<file path="src/rtl/tcp_pkg.sv">
// rtl/tcp_pkg.sv - shared state codes, flag indices and sequence type for the TCP server core
package tcp_pkg;

    typedef logic [31:0] seq_t;

    typedef enum logic [2:0] {
        ST_CLOSED      = 3'd0,
        ST_LISTEN      = 3'd1,
        ST_SYN_RCVD    = 3'd2,
        ST_ESTABLISHED = 3'd3,
        ST_CLOSE_WAIT  = 3'd4,
        ST_LAST_ACK    = 3'd5
    } tcp_state_e;

    localparam int FLAG_FIN = 0;
    localparam int FLAG_SYN = 1;
    localparam int FLAG_RST = 2;
    localparam int FLAG_PSH = 3;
    localparam int FLAG_ACK = 4;
    localparam int FLAG_URG = 5;

    localparam logic [5:0] F_FIN = 6'(1 << FLAG_FIN);
    localparam logic [5:0] F_SYN = 6'(1 << FLAG_SYN);
    localparam logic [5:0] F_RST = 6'(1 << FLAG_RST);
    localparam logic [5:0] F_ACK = 6'(1 << FLAG_ACK);

endpackage

</file>
<file path="src/rtl/tcp_tx_slot.sv">
// rtl/tcp_tx_slot.sv - single-entry TX header holding register with valid/ready handshake
// Ports: clk, rst (sync, active-high); load_i/flags_i/seq_i/ack_i capture a header;
//        tx_ready_i accepts it; tx_valid_o/tx_flags_o/tx_seq_o/tx_ack_o present it.
module tcp_tx_slot
    import tcp_pkg::*;
(
    input  logic       clk,
    input  logic       rst,
    input  logic       load_i,
    input  logic [5:0] flags_i,
    input  seq_t       seq_i,
    input  seq_t       ack_i,
    input  logic       tx_ready_i,
    output logic       tx_valid_o,
    output logic [5:0] tx_flags_o,
    output seq_t       tx_seq_o,
    output seq_t       tx_ack_o
);

    logic       valid_q;
    logic [5:0] flags_q;
    seq_t       seq_q;
    seq_t       ack_q;

    // The top only loads while the slot is empty, so fields stay frozen
    // from load until the handshake completes.
    always_ff @(posedge clk) begin
        if (rst) begin
            valid_q <= 1'b0;
            flags_q <= '0;
            seq_q   <= '0;
            ack_q   <= '0;
        end else if (load_i) begin
            valid_q <= 1'b1;
            flags_q <= flags_i;
            seq_q   <= seq_i;
            ack_q   <= ack_i;
        end else if (valid_q && tx_ready_i) begin
            valid_q <= 1'b0;
        end
    end

    assign tx_valid_o = valid_q;
    assign tx_flags_o = flags_q;
    assign tx_seq_o   = seq_q;
    assign tx_ack_o   = ack_q;

endmodule

</file>
<file path="src/rtl/tcp_server_core.sv">
// rtl/tcp_server_core.sv - passive-open TCP server connection controller (header level)
// Ports: clk, rst (sync, active-high); listen_en, app_close levels; RX header
//        rx_valid/rx_ready/rx_flags/rx_seq/rx_ack/rx_len; TX header
//        tx_valid/tx_ready/tx_flags/tx_seq/tx_ack; state code and conn_open.
// Optional macro TCP_SERVER_TIMEOUT_EN adds an idle timeout in SYN_RCVD/LAST_ACK.
module tcp_server_core
    import tcp_pkg::*;
#(
    parameter logic [31:0] ISN            = 32'h1000_0000,
    parameter int          TIMEOUT_CYCLES = 1000
) (
    input  logic        clk,
    input  logic        rst,
    input  logic        listen_en,
    input  logic        app_close,
    input  logic        rx_valid,
    output logic        rx_ready,
    input  logic [5:0]  rx_flags,
    input  logic [31:0] rx_seq,
    input  logic [31:0] rx_ack,
    input  logic [15:0] rx_len,
    output logic        tx_valid,
    input  logic        tx_ready,
    output logic [5:0]  tx_flags,
    output logic [31:0] tx_seq,
    output logic [31:0] tx_ack,
    output logic [2:0]  state,
    output logic        conn_open
);

    tcp_state_e state_q, state_d;
    seq_t       snd_nxt_q, snd_nxt_d;
    seq_t       rcv_nxt_q, rcv_nxt_d;
    logic       tx_load;
    logic [5:0] tx_flags_d;
    seq_t       tx_seq_d, tx_ack_d;

    logic rx_xfer, f_syn, f_ack, f_rst, f_fin, in_order, close_idle, close_dest_listen;
    seq_t rcv_adv;

    assign rx_ready = !tx_valid && !rst;
    assign rx_xfer  = rx_valid && rx_ready;
    assign f_syn    = rx_flags[FLAG_SYN];
    assign f_ack    = rx_flags[FLAG_ACK];
    assign f_rst    = rx_flags[FLAG_RST];
    assign f_fin    = rx_flags[FLAG_FIN];
    assign in_order = (rx_seq == rcv_nxt_q);
    assign rcv_adv  = rcv_nxt_q + {16'd0, rx_len} + {31'd0, f_fin};
    // app_close yields to RX and to a pending TX segment.
    assign close_idle        = app_close && !rx_valid && !tx_valid;
    assign close_dest_listen = listen_en;

    logic unused_flags;
    assign unused_flags = ^{rx_flags[FLAG_URG], rx_flags[FLAG_PSH]};

`ifdef TCP_SERVER_TIMEOUT_EN
    logic [31:0] idle_q;
    logic        timeout_hit;
    assign timeout_hit = (state_q == ST_SYN_RCVD || state_q == ST_LAST_ACK) &&
                         !rx_xfer && (idle_q >= 32'(TIMEOUT_CYCLES));

    always_ff @(posedge clk) begin
        if (rst || rx_xfer || (state_d != state_q)) begin
            idle_q <= '0;
        end else if (state_q == ST_SYN_RCVD || state_q == ST_LAST_ACK) begin
            idle_q <= idle_q + 32'd1;
        end
    end
`else
    logic unused_timeout;
    assign unused_timeout = (TIMEOUT_CYCLES > 0);
`endif

    always_comb begin
        state_d    = state_q;
        snd_nxt_d  = snd_nxt_q;
        rcv_nxt_d  = rcv_nxt_q;
        tx_load    = 1'b0;
        tx_flags_d = '0;
        tx_seq_d   = '0;
        tx_ack_d   = '0;
        case (state_q)
            ST_CLOSED: if (listen_en) state_d = ST_LISTEN;
            ST_LISTEN: begin
                if (!listen_en) begin
                    state_d = ST_CLOSED;
                end else if (rx_xfer && f_syn && !f_ack && !f_rst) begin
                    rcv_nxt_d  = rx_seq + 32'd1;
                    snd_nxt_d  = ISN + 32'd1;
                    tx_load    = 1'b1;
                    tx_flags_d = F_SYN | F_ACK;
                    tx_seq_d   = ISN;
                    tx_ack_d   = rx_seq + 32'd1;
                    state_d    = ST_SYN_RCVD;
                end
            end
            ST_SYN_RCVD: if (rx_xfer) begin
                if (f_rst) begin
                    state_d = ST_LISTEN;
                end else if (f_ack && rx_ack == snd_nxt_q) begin
                    state_d = ST_ESTABLISHED;
                end else if (f_ack) begin
                    tx_load    = 1'b1;
                    tx_flags_d = F_RST;
                    tx_seq_d   = rx_ack;
                end
            end
            ST_ESTABLISHED: if (rx_xfer) begin
                if (f_rst) begin
                    state_d = ST_LISTEN;
                end else if (in_order) begin
                    rcv_nxt_d = rcv_adv;
                    if (rx_len != 16'd0 || f_fin) begin
                        tx_load    = 1'b1;
                        tx_flags_d = F_ACK;
                        tx_seq_d   = snd_nxt_q;
                        tx_ack_d   = rcv_adv;
                    end
                    if (f_fin) state_d = ST_CLOSE_WAIT;
                end else if (rx_len != 16'd0) begin
                    // Duplicate ACK re-advertises the unchanged RCV.NXT.
                    tx_load    = 1'b1;
                    tx_flags_d = F_ACK;
                    tx_seq_d   = snd_nxt_q;
                    tx_ack_d   = rcv_nxt_q;
                end
            end
            ST_CLOSE_WAIT: begin
                if (rx_xfer) begin
                    if (f_rst) state_d = ST_LISTEN;
                end else if (close_idle) begin
                    tx_load    = 1'b1;
                    tx_flags_d = F_FIN | F_ACK;
                    tx_seq_d   = snd_nxt_q;
                    tx_ack_d   = rcv_nxt_q;
                    snd_nxt_d  = snd_nxt_q + 32'd1;
                    state_d    = ST_LAST_ACK;
                end
            end
            ST_LAST_ACK: if (rx_xfer && (f_rst || (f_ack && rx_ack == snd_nxt_q))) begin
                state_d = close_dest_listen ? ST_LISTEN : ST_CLOSED;
            end
            default: state_d = ST_CLOSED;
        endcase
`ifdef TCP_SERVER_TIMEOUT_EN
        if (timeout_hit) begin
            state_d = close_dest_listen ? ST_LISTEN : ST_CLOSED;
            tx_load = 1'b0;
        end
`endif
    end

    always_ff @(posedge clk) begin
        if (rst) begin
            state_q   <= ST_CLOSED;
            snd_nxt_q <= '0;
            rcv_nxt_q <= '0;
        end else begin
            state_q   <= state_d;
            snd_nxt_q <= snd_nxt_d;
            rcv_nxt_q <= rcv_nxt_d;
        end
    end

    tcp_tx_slot u_tx_slot (
        .clk        (clk),
        .rst        (rst),
        .load_i     (tx_load),
        .flags_i    (tx_flags_d),
        .seq_i      (tx_seq_d),
        .ack_i      (tx_ack_d),
        .tx_ready_i (tx_ready),
        .tx_valid_o (tx_valid),
        .tx_flags_o (tx_flags),
        .tx_seq_o   (tx_seq),
        .tx_ack_o   (tx_ack)
    );

    assign state     = state_q;
    assign conn_open = (state_q == ST_ESTABLISHED);

endmodule

</file>
<file path="config.mk">
export PLATFORM = sky130hd
export DESIGN_NAME = tcp_server_core
export DESIGN_NICKNAME = d
export VERILOG_FILES = /design/src/rtl/tcp_pkg.sv /design/src/rtl/tcp_tx_slot.sv /design/src/rtl/tcp_server_core.sv
export SDC_FILE = /design/constraint.sdc
export NUM_CORES = 1
export LEC_CHECK = 0
export ABC_AREA = 1
export CAP_MARGIN = 20
export CORE_ASPECT_RATIO = 1.4
export CORE_MARGIN = 1.5
export CORE_UTILIZATION = 45
export DETAILED_ROUTE_END_ITERATION = 12
export PLACE_DENSITY = 0.68
export SYNTH_ARGS = -nofsm -noshare
export SYNTH_HDL_FRONTEND = slang
export SYNTH_SLANG_ARGS = --single-unit
export TNS_END_PERCENT = 5
</file>
<file path="constraint.sdc">
create_clock -name clk -period 6.2 [get_ports clk]
set_input_delay 1.55 -clock clk [delete_from_list [all_inputs] [get_ports clk]]
set_output_delay 1.55 -clock clk [all_outputs]
set_load 0.01 [all_outputs]
</file>
Word level (Yosys, flattened, before mapping)
Cells that the tools add are included.

word-level totals
  register bits = 138
  bits in latches = 0
  memory bits (writable) = 0
  bits in read-only memories = 0
  bits of input ports = 92
  output and inout bits = 76
  word-level logic and storage cells = 140
  memories = 0

cells by class
  add/subtract/negate cells = 4
  multipliers = 0
  divide/modulo/power cells = 0
  magnitude comparators = 0
  eq/ne operators = 23
  shift operators = 0
  mux-type cells = 81
  bitwise operators = 0
  reductions and logical operators = 25

operator list
  kind                   count
  $mux 32                29
  $pmux 32 s2            2
  $pmux 32 s4            1
  $pmux 32 s3            1
  $add 32x1->32 const B  2
  $eq 32x32->1           2
  $mux 29                2
  $mux 3                 18
  $add 32x1->32          1
  $add 32x16->32         1
  $mux 5                 6
  $pmux 6 s4             1
  $mux 6                 3
  $pmux 3 s6             1
  $mux 1                 16
  $ne 2x2->1 const B     8
  $reduce_bool 16->1     1
  $ne 3x3->1 const B     5
  $logic_and 1x1->1      10
  $reduce_and 10->1      1
  $eq 3x2->1 const B     2
  $eq 3x3->1 const B     2
  $reduce_and 6->1       1
  $reduce_bool 2->1      3
  8 further kinds        14

Logic depth before layout (Yosys ltp)
Gate-level depths: netlist (run 1).

  word-level depth = 10
  gate-level depth with buffers = 17
  mapped depth without buffers = 17

Modules after synthesis
From an unflattened synthesis (run 1), not the netlist that was laid out.

unflattened totals
  cell total of the unflattened synthesis = 1887
  area total of the unflattened synthesis = 11422.2 µm²

modules (own cells, without submodules)
  module           instances  cells an instance  area each (µm²)  sequential area each (µm²)
  tcp_server_core  1          1579               8645.8           1341.3
  tcp_tx_slot      1          308                2776.4           1421.4

Worst setup path before layout (run 1)
OpenSTA, ideal clock, no wires.

  kind = input -> register
  start point = in rx_flags[0]
  end point = reg u_tx_slot.ack_q[8], in the netlist u_tx_slot.tx_ack_o[8]
  library setup time = 132 ps
  arrival = 3174 ps
  data required time = 6068 ps
  setup slack = 2894 ps
  cell stages on the path = 15
  buffers on the path = 0
  cell sequence = fa_1 -> inv_1 -> fa_1 -> inv_1 -> nand3_1 -> nand3_1 -> nand2_1 -> nand2_1 -> or2_2 -> nand3_1 -> nand2_1 -> nand3_1 -> nand2_1 -> inv_1 -> a21oi_1

on the way
  longest elaborated chain between the ends = 6
  elaborated cells on any way between the ends = 12
  classes of those cells = add/sub (1); mux (10); reduce/logical (1)

ends and longest elaborated chain
  element                                            RTL line                                       text
  start: declaration                                 tcp_server_core.sv:18                          input logic [5:0] rx_flags,
  $add 32x1->32 or $logic_or 1x1->1 (tied branches)  tcp_server_core.sv:48, tcp_server_core.sv:113
  $mux 32 or $mux 1 (tied branches)                  tcp_server_core.sv:113                         if (rx_len != 16'd0 || f_fin) begin
  $mux 32 or $mux 1 (tied branches)                  tcp_server_core.sv:111                         end else if (in_order) begin
  $mux 32 or $mux 1 (tied branches)                  tcp_server_core.sv:109                         if (f_rst) begin
  $mux 32 or $mux 1 (tied branches)                  tcp_server_core.sv:108                         ST_ESTABLISHED: if (rx_xfer) begin
  $pmux 32 s3 or $pmux 1 s4 (tied branches)          tcp_server_core.sv:82                          case (state_q)
  end signal: assignment                             tcp_tx_slot.sv:37                              ack_q <= ack_i;
  end: declaration                                   tcp_tx_slot.sv:23                              seq_t ack_q;

Parallel ways exist; a longest one is shown, timed or not.
A chain may end at the register's enable or synchronous reset.

Worst setup path in the final report (run 1)
  start point = in rx_seq[23]
  end point = reg u_tx_slot.ack_q[12], in the netlist u_tx_slot.tx_ack_o[12]

on the way
  longest elaborated chain between the ends = 5
  elaborated cells on any way between the ends = 9
  classes of those cells = eq/ne (1); mux (8)

ends and longest elaborated chain
  element                                    RTL line                text
  start: declaration                         tcp_server_core.sv:19   input logic [31:0] rx_seq,
  $eq 32x32->1 (*)                           tcp_server_core.sv:47   assign in_order = (rx_seq == rcv_nxt_q);
  $mux 1 or $mux 32 (tied branches)          tcp_server_core.sv:111
  $mux 1 or $mux 32 (tied branches)          tcp_server_core.sv:109
  $mux 1 or $mux 32 (tied branches)          tcp_server_core.sv:108
  $pmux 1 s4 or $pmux 32 s3 (tied branches)  tcp_server_core.sv:82

Every way passes the cells marked *; elsewhere a longest branch is shown, timed or not.

==> results of run 1 <==
state kept, by name, indices dropped and copies added (netlist names):
register	count
rcv_nxt_q	32
snd_nxt_q	32
state	3
u_tx_slot.tx_ack_o	32
u_tx_slot.tx_flags_o	4
u_tx_slot.tx_seq_o	32
u_tx_slot.tx_valid_o	1
layer usage:
layer | routed length [um] | vias to the layer above | GRT usage
met5 | 0 | - | 0
met4 | 3670 | 0 | 0.264
met3 | 2440 | 159 | 0.0449
met2 | 22700 | 494 | 0.625
met1 | 16800 | 5988 | 0.372
li1 | - | 6502 | -
cell usage in the layout (no fill, tap or decap), types with 4 or more instances in the layout:
cell type	synthesis	layout
nand2_1	610	610
nor2_1	234	234
inv_1	210	210
nand3_1	198	198
clkdlybuf4s50_1	0	162
a21oi_1	136	136
dfxtp_1	136	136
xnor2_1	48	48
o21ai_0	42	42
nand4_1	40	40
nor3_1	40	40
xor2_1	24	24
o21ai_1	23	23
inv_2	20	20
ha_1	17	17
clkbuf_16	0	17
o22ai_1	16	16
buf_4	13	14
or2_2	10	10
nor2_4	8	8
nor2_2	7	7
nand2_2	5	5
nand2_4	4	4
o21bai_1	4	4
and2_1	4	4
and3_1	4	4
clkinvlp_4	0	4
area by class of cell:
type | instances | share of cell area
well taps | 315 | 0.0290
multi-input cells | 1513 | 0.535
clock buffers | 19 | 0.0326
clock inverters | 13 | 0.0106
flip-flops and latches | 136 | 0.201
inverters | 233 | 0.0646
repair buffers | 177 | 0.128
tightest hold or removal path: cells and delay by family (launching register included):
family / cells / cell delay (ns)
AO/OA/AOI/OAI: 1 / 0.05
AND/OR/NAND/NOR: 1 / 0.07
flip-flops: 1 / 0.31
power by group through the flow:
stage | sequential [uW] | clock, uW | combinational, uW
after floorplan | 923 | 0 | 185
after global placement | 924 | 0 | 349
after detailed placement | 924 | 0 | 351
after CTS | 904 | 1060 | 353
after global routing | 906 | 1090 | 386
final | 904 | 1060 | 356
cells by family after synthesis:
group                    count (synthesis)  share of synthesized area
other                                    1                   0.000332
adder cells (fa/ha/maj)                 19                     0.0224
buffers and inverters                  321                      0.115
AND/OR/NAND/NOR                       1182                      0.451
flip-flops                             136                      0.241
XOR/XNOR                                72                     0.0559
AO/OA/AOI/OAI                          238                      0.114
worst min path at each step:
stage                                    startpoint                                   end  slack, ns
2_1_floorplan             rcv_nxt_q[7]$_SDFFE_PP0P_             rcv_nxt_q[7]$_SDFFE_PP0P_       0.48
3_3_place_gp   u_tx_slot.tx_flags_o[4]$_SDFFE_PP0P_  u_tx_slot.tx_flags_o[4]$_SDFFE_PP0P_       0.46
3_5_place_dp   u_tx_slot.tx_flags_o[0]$_SDFFE_PP0P_  u_tx_slot.tx_flags_o[0]$_SDFFE_PP0P_       0.47
4_1_cts        u_tx_slot.tx_flags_o[0]$_SDFFE_PP0P_  u_tx_slot.tx_flags_o[0]$_SDFFE_PP0P_       0.48
5_1_grt         u_tx_slot.tx_ack_o[22]$_SDFFE_PP0P_   u_tx_slot.tx_ack_o[22]$_SDFFE_PP0P_       0.51
6_report       u_tx_slot.tx_flags_o[0]$_SDFFE_PP0P_  u_tx_slot.tx_flags_o[0]$_SDFFE_PP0P_       0.48
through the flow:
stage	power [uW]	hold WS [ns]	setup slack, ns	utilization
2_1_floorplan	1110	0.475	2.89	-
3_3_place_gp	1270	0.464	1.54	0.526
3_5_place_dp	1270	0.472	1.53	0.526
4_1_cts	2320	0.481	1.98	0.550
5_1_grt	2380	0.505	1.84	0.550
6_report	2320	0.480	1.84	0.550
==> results.ini, run 1 <==
[global_route]
antenna_found_initial = 0
grt_max_degree = 68
overflow = 0
grt_pass1_wl_um = 68800
grt_pass1_vias = 12500
grtUsageTotal = 0.351

[worst_setup_path]
crit_family = buffers and inverters
cp.depth = 13
cp_slowest_cell = clkdlybuf4s50_1
worstPathRequired_ns = 6.49
r2r_start = state[0]$_SDFFE_PP0P_
reg2reg_slack_ns = 2.95
cp-end-kind = flip-flop
critPathLaunchType = input port
cp_slowest_stage_delay_ns = 0.59
critical_path_buf_inv_count = 4
setup.worst_path.end = u_tx_slot.tx_ack_o[12]$_SDFFE_PP0P_
crit_type = input port to flip-flop
path_max_fanout = 34
path_cells = clkdlybuf4s50_1 -> inv_1 -> nand2_1 -> nand4_1 -> nor2_1 -> nand2_1 -> nor2_4 -> nand2_4 -> inv_1 -> buf_4 -> o21ai_0 -> a21oi_1 -> a21oi_1
worstPathArrival_ns = 4.66
worstReg2RegEnd = snd_nxt_q[7]$_SDFFE_PP0P_
rr_worst_depth = 12
critPathLaunch = rx_seq[23]

[power]
leakage_uw = 0.00578
p_int_uw = 1640
power_frac_comb = 0.154
p_switching_uw = 680
vdd_ir_drop_max_v = 0.000191
pwr-share-seq = 0.390
power_density_nw_per_um2 = 171
p_clk_frac = 0.456
swShare = 0.293

[logic_synthesis]
async_flop_share = 0
synth_area_leaders = dfxtp_1, nand2_1, nand3_1
synth_cells = 1969
netlist_area_um2 = 11300
netlist-cell-type-count = 51
synth.top_cell.area_share = 0.241
synthTopCellsByCount = nand2_1, nor2_1, inv_1
ys_ff_latch = 136
seq_area_frac_synth = 0.241
synth_top_flop_cell = dfxtp_1
syn_area_per_cell_um2 = 5.73
synth_edf_count = 0
synth_warnings = 0
synth_most_common_cell = nand2_1
netlist.top_cell.by_area = dfxtp_1

[hold_path]
holdPathStages = 2
worstHoldPathType = flip-flop to flip-flop

[die]
core_region_area_um2 = 24700
die_x_um = 137
die_area_um2 = 26000
io_pins = 168
rows = 68
die_h_um = 190
initial_core_util = 0.457

[drt]
viasPerCell = 5.46
vias = 13100
wirelength_um = 45600
wl_per_cell_um = 19.0
ant_nets = 0
drcViolationCount = 0
drtPass1Iterations = 6
drtIter0Drc = 925

[clock_tree]
cts.clk_slew.worst_paths_ns = 0.06
cts_max_path_buffers = 2
cts.root.buffer_cell = clkbuf_16
cts_tree = yes
ctsHoldBuffers = 0
cts.sinks = 136
numCtsBuffers = 17
cts.repair.resized = 0
clkLatencyLatePin_ns = 0.44
cts_setup_buffers = 0
cts_max_level = 4

[placed_design]
io_buffers = 163
gp_congestion = 0.997
dp.cells = 2374
place_area_um2 = 13000
dpl.hpwl_um = 34700

[finish]
num_antenna_cells = 0
fill_cells = 2649
drive_gt1_frac = 0.0526
syn_to_final_growth_pct = 20.3
register_area_um2 = 2720
num-nets-final = 2189
multi_input_area_um2 = 7260
finalNonFillerCells = 2406
design_area_um2 = 13600

[sta]
fmax_mhz = 229
post-route-period-util = 0.704
skew_ns = 0.0106
relSlewSlack = 0.278
hold_viol = 0
setup_viol = 0
finalMaxSlewViolations = 0
worst_pin_slew_ns = 1.08
rsz0062_at_grt = false
tns_ns = 0
fin_crit_ns = 4.36

[status]
outcome = finished clean

[run]
max-cap-violations = 0

No activity file was read; power rests on OpenSTA's default activity.
==> inputs of run 2 (changes only) <==
Settings changed: PLACE_DENSITY 0.68 to 0.71.
Clock period 6.2 ns to 3.88 ns, I/O delays scaled along.
==> results.ini, run 2 (same netlist as run 1, synthesis figures left out) <==
[worst_setup_path]
path_cells = clkdlybuf4s50_1 -> ha_1 -> nand3_1 -> nor2_2 -> nand2_1 -> nor2_2 -> nand2_1 -> nor2_2 -> nand4_1 -> nand3_1 -> nand2_1 -> a21oi_1 -> a21oi_1
crit_type = input port to flip-flop
critPathLaunchType = input port
cp_slowest_stage_delay_ns = 0.72  ; +0.13 ns
worstPathArrival_ns = 3.57  ; -1.09 ns
worstPathRequired_ns = 4.17  ; -2.32 ns
cp_slowest_cell = clkdlybuf4s50_1
path_max_fanout = 7  ; -79%
cp-end-kind = flip-flop

[finish]
final_cell_mix = nand2_1, nor2_1, inv_1
design_area_um2 = 13900  ; +2.1%
drive_gt1_frac = 0.0655  ; +0.0129
finalNonFillerCells = 2436  ; +1.2%
num_antenna_cells = 0  ; unchanged
layout_commonest_cell = nand2_1
syn_to_final_growth_pct = 22.9
num-nets-final = 2219  ; +1.4%

[drt]
drtPass1Iterations = 6  ; unchanged
wl_per_cell_um = 18.2  ; -4.1%
ant_nets = 0  ; unchanged
drcViolationCount = 0  ; unchanged
drtIter0Drc = 1008  ; +9.0%
wirelength_um = 44300  ; -2.9%
vias = 13300  ; +1.4%
viasPerCell = 5.47  ; +0.20%

[sta]
worst_pin_slew_ns = 0.655  ; -0.428 ns
rsz0062_at_grt = false
fmax_mhz = 306
tns_ns = 0  ; unchanged
relSlewSlack = 0.564  ; +0.286
setup_viol = 0  ; unchanged
holdWs_ns = 0.486  ; +0.00584 ns
finalMaxSlewViolations = 0  ; unchanged
hold_viol = 0  ; unchanged
fin_ws_ns = 0.609  ; -1.23 ns
fin_crit_ns = 3.27
post-route-period-util = 0.843
skew_ns = 0.00889  ; -0.00173 ns

[die]
initial_core_util = 0.457  ; unchanged
rows = 68  ; unchanged
die_x_um = 137  ; unchanged
die_area_um2 = 26000  ; unchanged
core_region_area_um2 = 24700  ; unchanged
io_pins = 168  ; unchanged
die_h_um = 190  ; unchanged

[power]
leakage_uw = 0.00594  ; +2.9%
power_density_nw_per_um2 = 271  ; +59%
vdd_ir_drop_max_v = 0.000300  ; +57%

[clock_tree]
cts_max_level = 4  ; unchanged
cts.clk_slew.worst_paths_ns = 0.06  ; about the same
cts_tree = yes
numCtsBuffers = 17  ; unchanged
cts_max_path_buffers = 2  ; unchanged
clkLatencyLatePin_ns = 0.44  ; about the same
cts.sinks = 136  ; unchanged
ctsHoldBuffers = 0  ; unchanged
cts.root.buffer_cell = clkbuf_16
cts.repair.resized = 0  ; unchanged
cts_setup_buffers = 0  ; unchanged

[global_route]
overflow = 0  ; unchanged
grt_max_degree = 58  ; -15%
grt_pass1_wl_um = 67300  ; -2.1%
antenna_found_initial = 0  ; unchanged
grtUsageTotal = 0.342  ; -0.00970
grt_pass1_vias = 12800  ; +1.9%

[placed_design]
gp_congestion = 1.03  ; +3.3%
io_buffers = 163  ; unchanged
dpl.hpwl_um = 34700  ; about the same
place_area_um2 = 13300  ; +2.0%
pre_cts_ws_ns = 0.158  ; -1.37 ns
dp.cells = 2404  ; +1.3%

[run]
max-cap-violations = 0  ; unchanged

[hold_path]
worstHoldPathType = flip-flop to flip-flop

[status]
outcome = finished clean

run 2: changes by cell type in the layout (fill, tap and decap cells not counted), sizes merged:
cell / previous run / this run
bufinv: 2 / 3
clkinvlp: 4 / 3
clkinv: 6 / 5
clkbuf: 19 / 20
buf: 15 / 45
run 2: power by group:
part	switching [uW]	internal (uW)
Clock	703	1040
Combinational	333	240
Sequential	24.5	1420
run 2: metrics by stage:
step,utilization,total power [uW]
after global placement,0.537,2030
after floorplan,-,1770
final,0.562,3760
after global routing,0.562,3870
after detailed placement,0.537,2040
after CTS,0.562,3760
run 2: metal layers:
metal | track usage | routed length (um) | up-vias
li1 | - | - | 6565
met1 | 0.353 | 15700 | 5984
met2 | 0.606 | 22100 | 592
met3 | 0.0476 | 2720 | 192
met4 | 0.275 | 3750 | 0
met5 | 0 | 0 | -
run 2: final timing paths:
kind	from	to	slack, ns	depth (start not counted)
worst max-delay path	rx_seq[0]	u_tx_slot.tx_ack_o[26]$_SDFFE_PP0P_	0.61	13
worst min-delay path	u_tx_slot.tx_ack_o[3]$_SDFFE_PP0P_	u_tx_slot.tx_ack_o[3]$_SDFFE_PP0P_	0.49	2
worst max register to register	state[2]$_SDFFE_PP0P_	u_tx_slot.tx_seq_o[16]$_SDFFE_PP0P_	1.23	14
worst min register to register	u_tx_slot.tx_ack_o[3]$_SDFFE_PP0P_	u_tx_slot.tx_ack_o[3]$_SDFFE_PP0P_	0.49	2
run 2: worst max-delay path, delay by kind of cell:
family / cells / cell delay [ns]
AOI/OAI and AO/OA: 2 / 0.26
adders and majority gates: 1 / 0.27
buffers and inverters: 1 / 0.72
and+or+nand+nor: 9 / 1.34
run 2: final cells by class:
| cell class | instances | area [um2] |
|---|---|---|
| Fill cell | 2547 | 10800 |
| Multi-Input combinational cell | 1513 | 7260 |
| Sequential cell | 136 | 2720 |
| Timing Repair Buffer | 207 | 1990 |
| Inverter | 233 | 877 |
| Clock buffer | 20 | 447 |
| Tap cell | 315 | 394 |
| Clock inverter | 12 | 165 |
==> inputs of run 3 (changes only) <==
Clock period 3.88 ns to 2.68 ns, I/O delays scaled along.
==> results.ini, run 3 (same netlist as run 1, synthesis figures left out) <==
[sta]
skew_ns = 0.0112  ; +0.00230 ns
post-route-period-util = 0.971
relSlewSlack = 0.579  ; +0.0152
fmax_mhz = 384
finalMaxSlewViolations = 0  ; unchanged
hold_viol = 0  ; unchanged
holdWs_ns = 0.484  ; -0.00223 ns
fin_crit_ns = 2.60
rsz0062_at_grt = true
setup_viol = 0  ; unchanged
tns_ns = 0  ; unchanged
worst_pin_slew_ns = 0.632  ; -0.0228 ns

[global_route]
grt_max_degree = 48  ; -17%
antenna_found_initial = 1  ; +1
grt_pass1_wl_um = 79300  ; +18%
overflow = 0  ; unchanged
grt_pass1_vias = 14300  ; +12%
grtUsageTotal = 0.408  ; +0.0663

[clock_tree]
clkLatencyLatePin_ns = 0.44  ; about the same
cts_tree = yes
cts_max_level = 4  ; unchanged
numCtsBuffers = 17  ; unchanged
cts.root.buffer_cell = clkbuf_16
ctsHoldBuffers = 0  ; unchanged
cts_setup_buffers = 0  ; unchanged
cts.clk_slew.worst_paths_ns = 0.06  ; about the same
cts_max_path_buffers = 2  ; unchanged
cts.sinks = 136  ; unchanged

[die]
die_h_um = 190  ; unchanged
core_region_area_um2 = 24700  ; unchanged
initial_core_util = 0.457  ; unchanged
die_area_um2 = 26000  ; unchanged
rows = 68  ; unchanged
io_pins = 168  ; unchanged
die_x_um = 137  ; unchanged

[placed_design]
gp_congestion = 1.05  ; +1.9%
dpl.hpwl_um = 42200  ; +22%
io_buffers = 163  ; unchanged
dp.cells = 2644  ; +10%

[power]
p_int_uw = 3960  ; +47%
swShare = 0.297  ; +0.0151
leakage_uw = 0.00728  ; +23%
p_switching_uw = 1680  ; +58%
p_clk_frac = 0.445  ; -0.018
vdd_ir_drop_max_v = 0.000433  ; +45%
power_uw = 5640  ; +50%
pwr-share-seq = 0.370  ; -0.014
power_density_nw_per_um2 = 353  ; +30%
power_frac_comb = 0.185  ; +0.032

[worst_setup_path]
rr_worst_depth = 14  ; unchanged
worstPathArrival_ns = 2.91  ; -0.66 ns
path_max_fanout = 4  ; -3
crit_type = input port to flip-flop
critPathLaunchType = input port
cp-end-kind = flip-flop
worstPathRequired_ns = 2.99  ; -1.18 ns

[drt]
vias = 14700  ; +10%
drtIter0Drc = 1037  ; +2.9%
drtPass1Iterations = 5  ; -1
drt-met1-wl_um = 18300  ; +17%
drcViolationCount = 0  ; unchanged
wl_met2_um = 25700  ; +16%
top_layer = met4
wirelength_um = 53400  ; +21%
ant_nets = 0  ; unchanged
wl_met3_um = 4020  ; +48%
wl_per_cell_um = 19.9  ; +9.7%
viasPerCell = 5.49  ; +0.26%

[finish]
num-nets-final = 2459  ; +11%
layout_commonest_cell = nand2_1
finalNonFillerCells = 2677  ; +9.9%
drive_gt1_frac = 0.180  ; +0.114
syn_to_final_growth_pct = 41.7
final_cell_mix = nand2_1, buf_4, nor2_1

[hold_path]
holdPathStages = 2  ; unchanged
worstHoldPathType = flip-flop to flip-flop

[status]
outcome = finished clean

[run]
max-cap-violations = 0  ; unchanged

## run 3: cell count changes in the layout (fill, tap and decap cells not counted), moves of 7 or more
cell / change
nand2_2: +16
buf_4: +231
dlymetal6s2s_1: +8
ha_1: -7
clkdlybuf4s50_1: -9
nand2_1: -16
buf_12: +7
## run 3: final timing paths
kind	slack (ns)	to	start
min	0.48	u_tx_slot.tx_ack_o[19]$_SDFFE_PP0P_	u_tx_slot.tx_ack_o[19]$_SDFFE_PP0P_
max reg2reg	0.15	u_tx_slot.tx_seq_o[0]$_SDFFE_PP0P_	rcv_nxt_q[7]$_SDFFE_PP0P_
min reg2reg	0.48	u_tx_slot.tx_ack_o[19]$_SDFFE_PP0P_	u_tx_slot.tx_ack_o[19]$_SDFFE_PP0P_
max	0.08	u_tx_slot.tx_ack_o[31]$_SDFFE_PP0P_	rx_len[14]
## run 3: power groups by stage
| stage | sequential [uW] | combinational, uW | clock (uW) |
|---|---|---|---|
| after CTS | 2090 | 1010 | 2520 |
| after global routing | 2090 | 1110 | 2590 |
| after detailed placement | 2130 | 1000 | 0 |
| after floorplan | 2140 | 428 | 0 |
| final | 2090 | 1040 | 2510 |
| after global placement | 2130 | 993 | 0 |
## run 3: what timing repair did
| item | CTS | global route |
|---|---|---|
| endpoints found under the setup margin | 21 | 77 |
| pin swaps | 2 | 11 |
| resized for setup | 13 | 49 |
## run 3: cell type report
| class | count | area, um2 |
|---|---|---|
| multi-input cells | 1513 | 7480 |
| well taps | 315 | 394 |
| flip-flops and latches | 136 | 2720 |
| diodes | 1 | 2.50 |
| clock inverters | 14 | 163 |
| fillers | 2319 | 8680 |
| repair buffers | 447 | 3910 |
| clock buffers | 18 | 439 |
| inverters | 233 | 877 |
## run 3: stage by stage
step                 util  instance area, um2  worst slack [ns]
detailed placement  0.613               15100            -0.592
finish              0.648               16000            0.0764
global placement    0.613               15100            -0.527
CTS                 0.639               15800           0.00168
global route        0.648               16000            -0.111
floorplan               -               11300             0.254
## run 3: worst max-delay path: stages
cell             delay (ns)
clkdlybuf4s50_1        0.45
ha_1                   0.38
a21oi_1                0.25
nand2_1                0.14
a21oi_1                0.16
nand2_1                0.15
nand2_1                0.11
nand3_1                0.09
nand3_1                0.09
nand2_1                0.07
a21oi_2                0.14
buf_4                  0.14
a21oi_1                0.05
## run 3: routing by layer
metal  track usage  vias to the layer above
met1         0.420                     6641
met5             0                        -
met4         0.356                        0
met2         0.698                      748
met3        0.0774                      253
li1              -                     7048
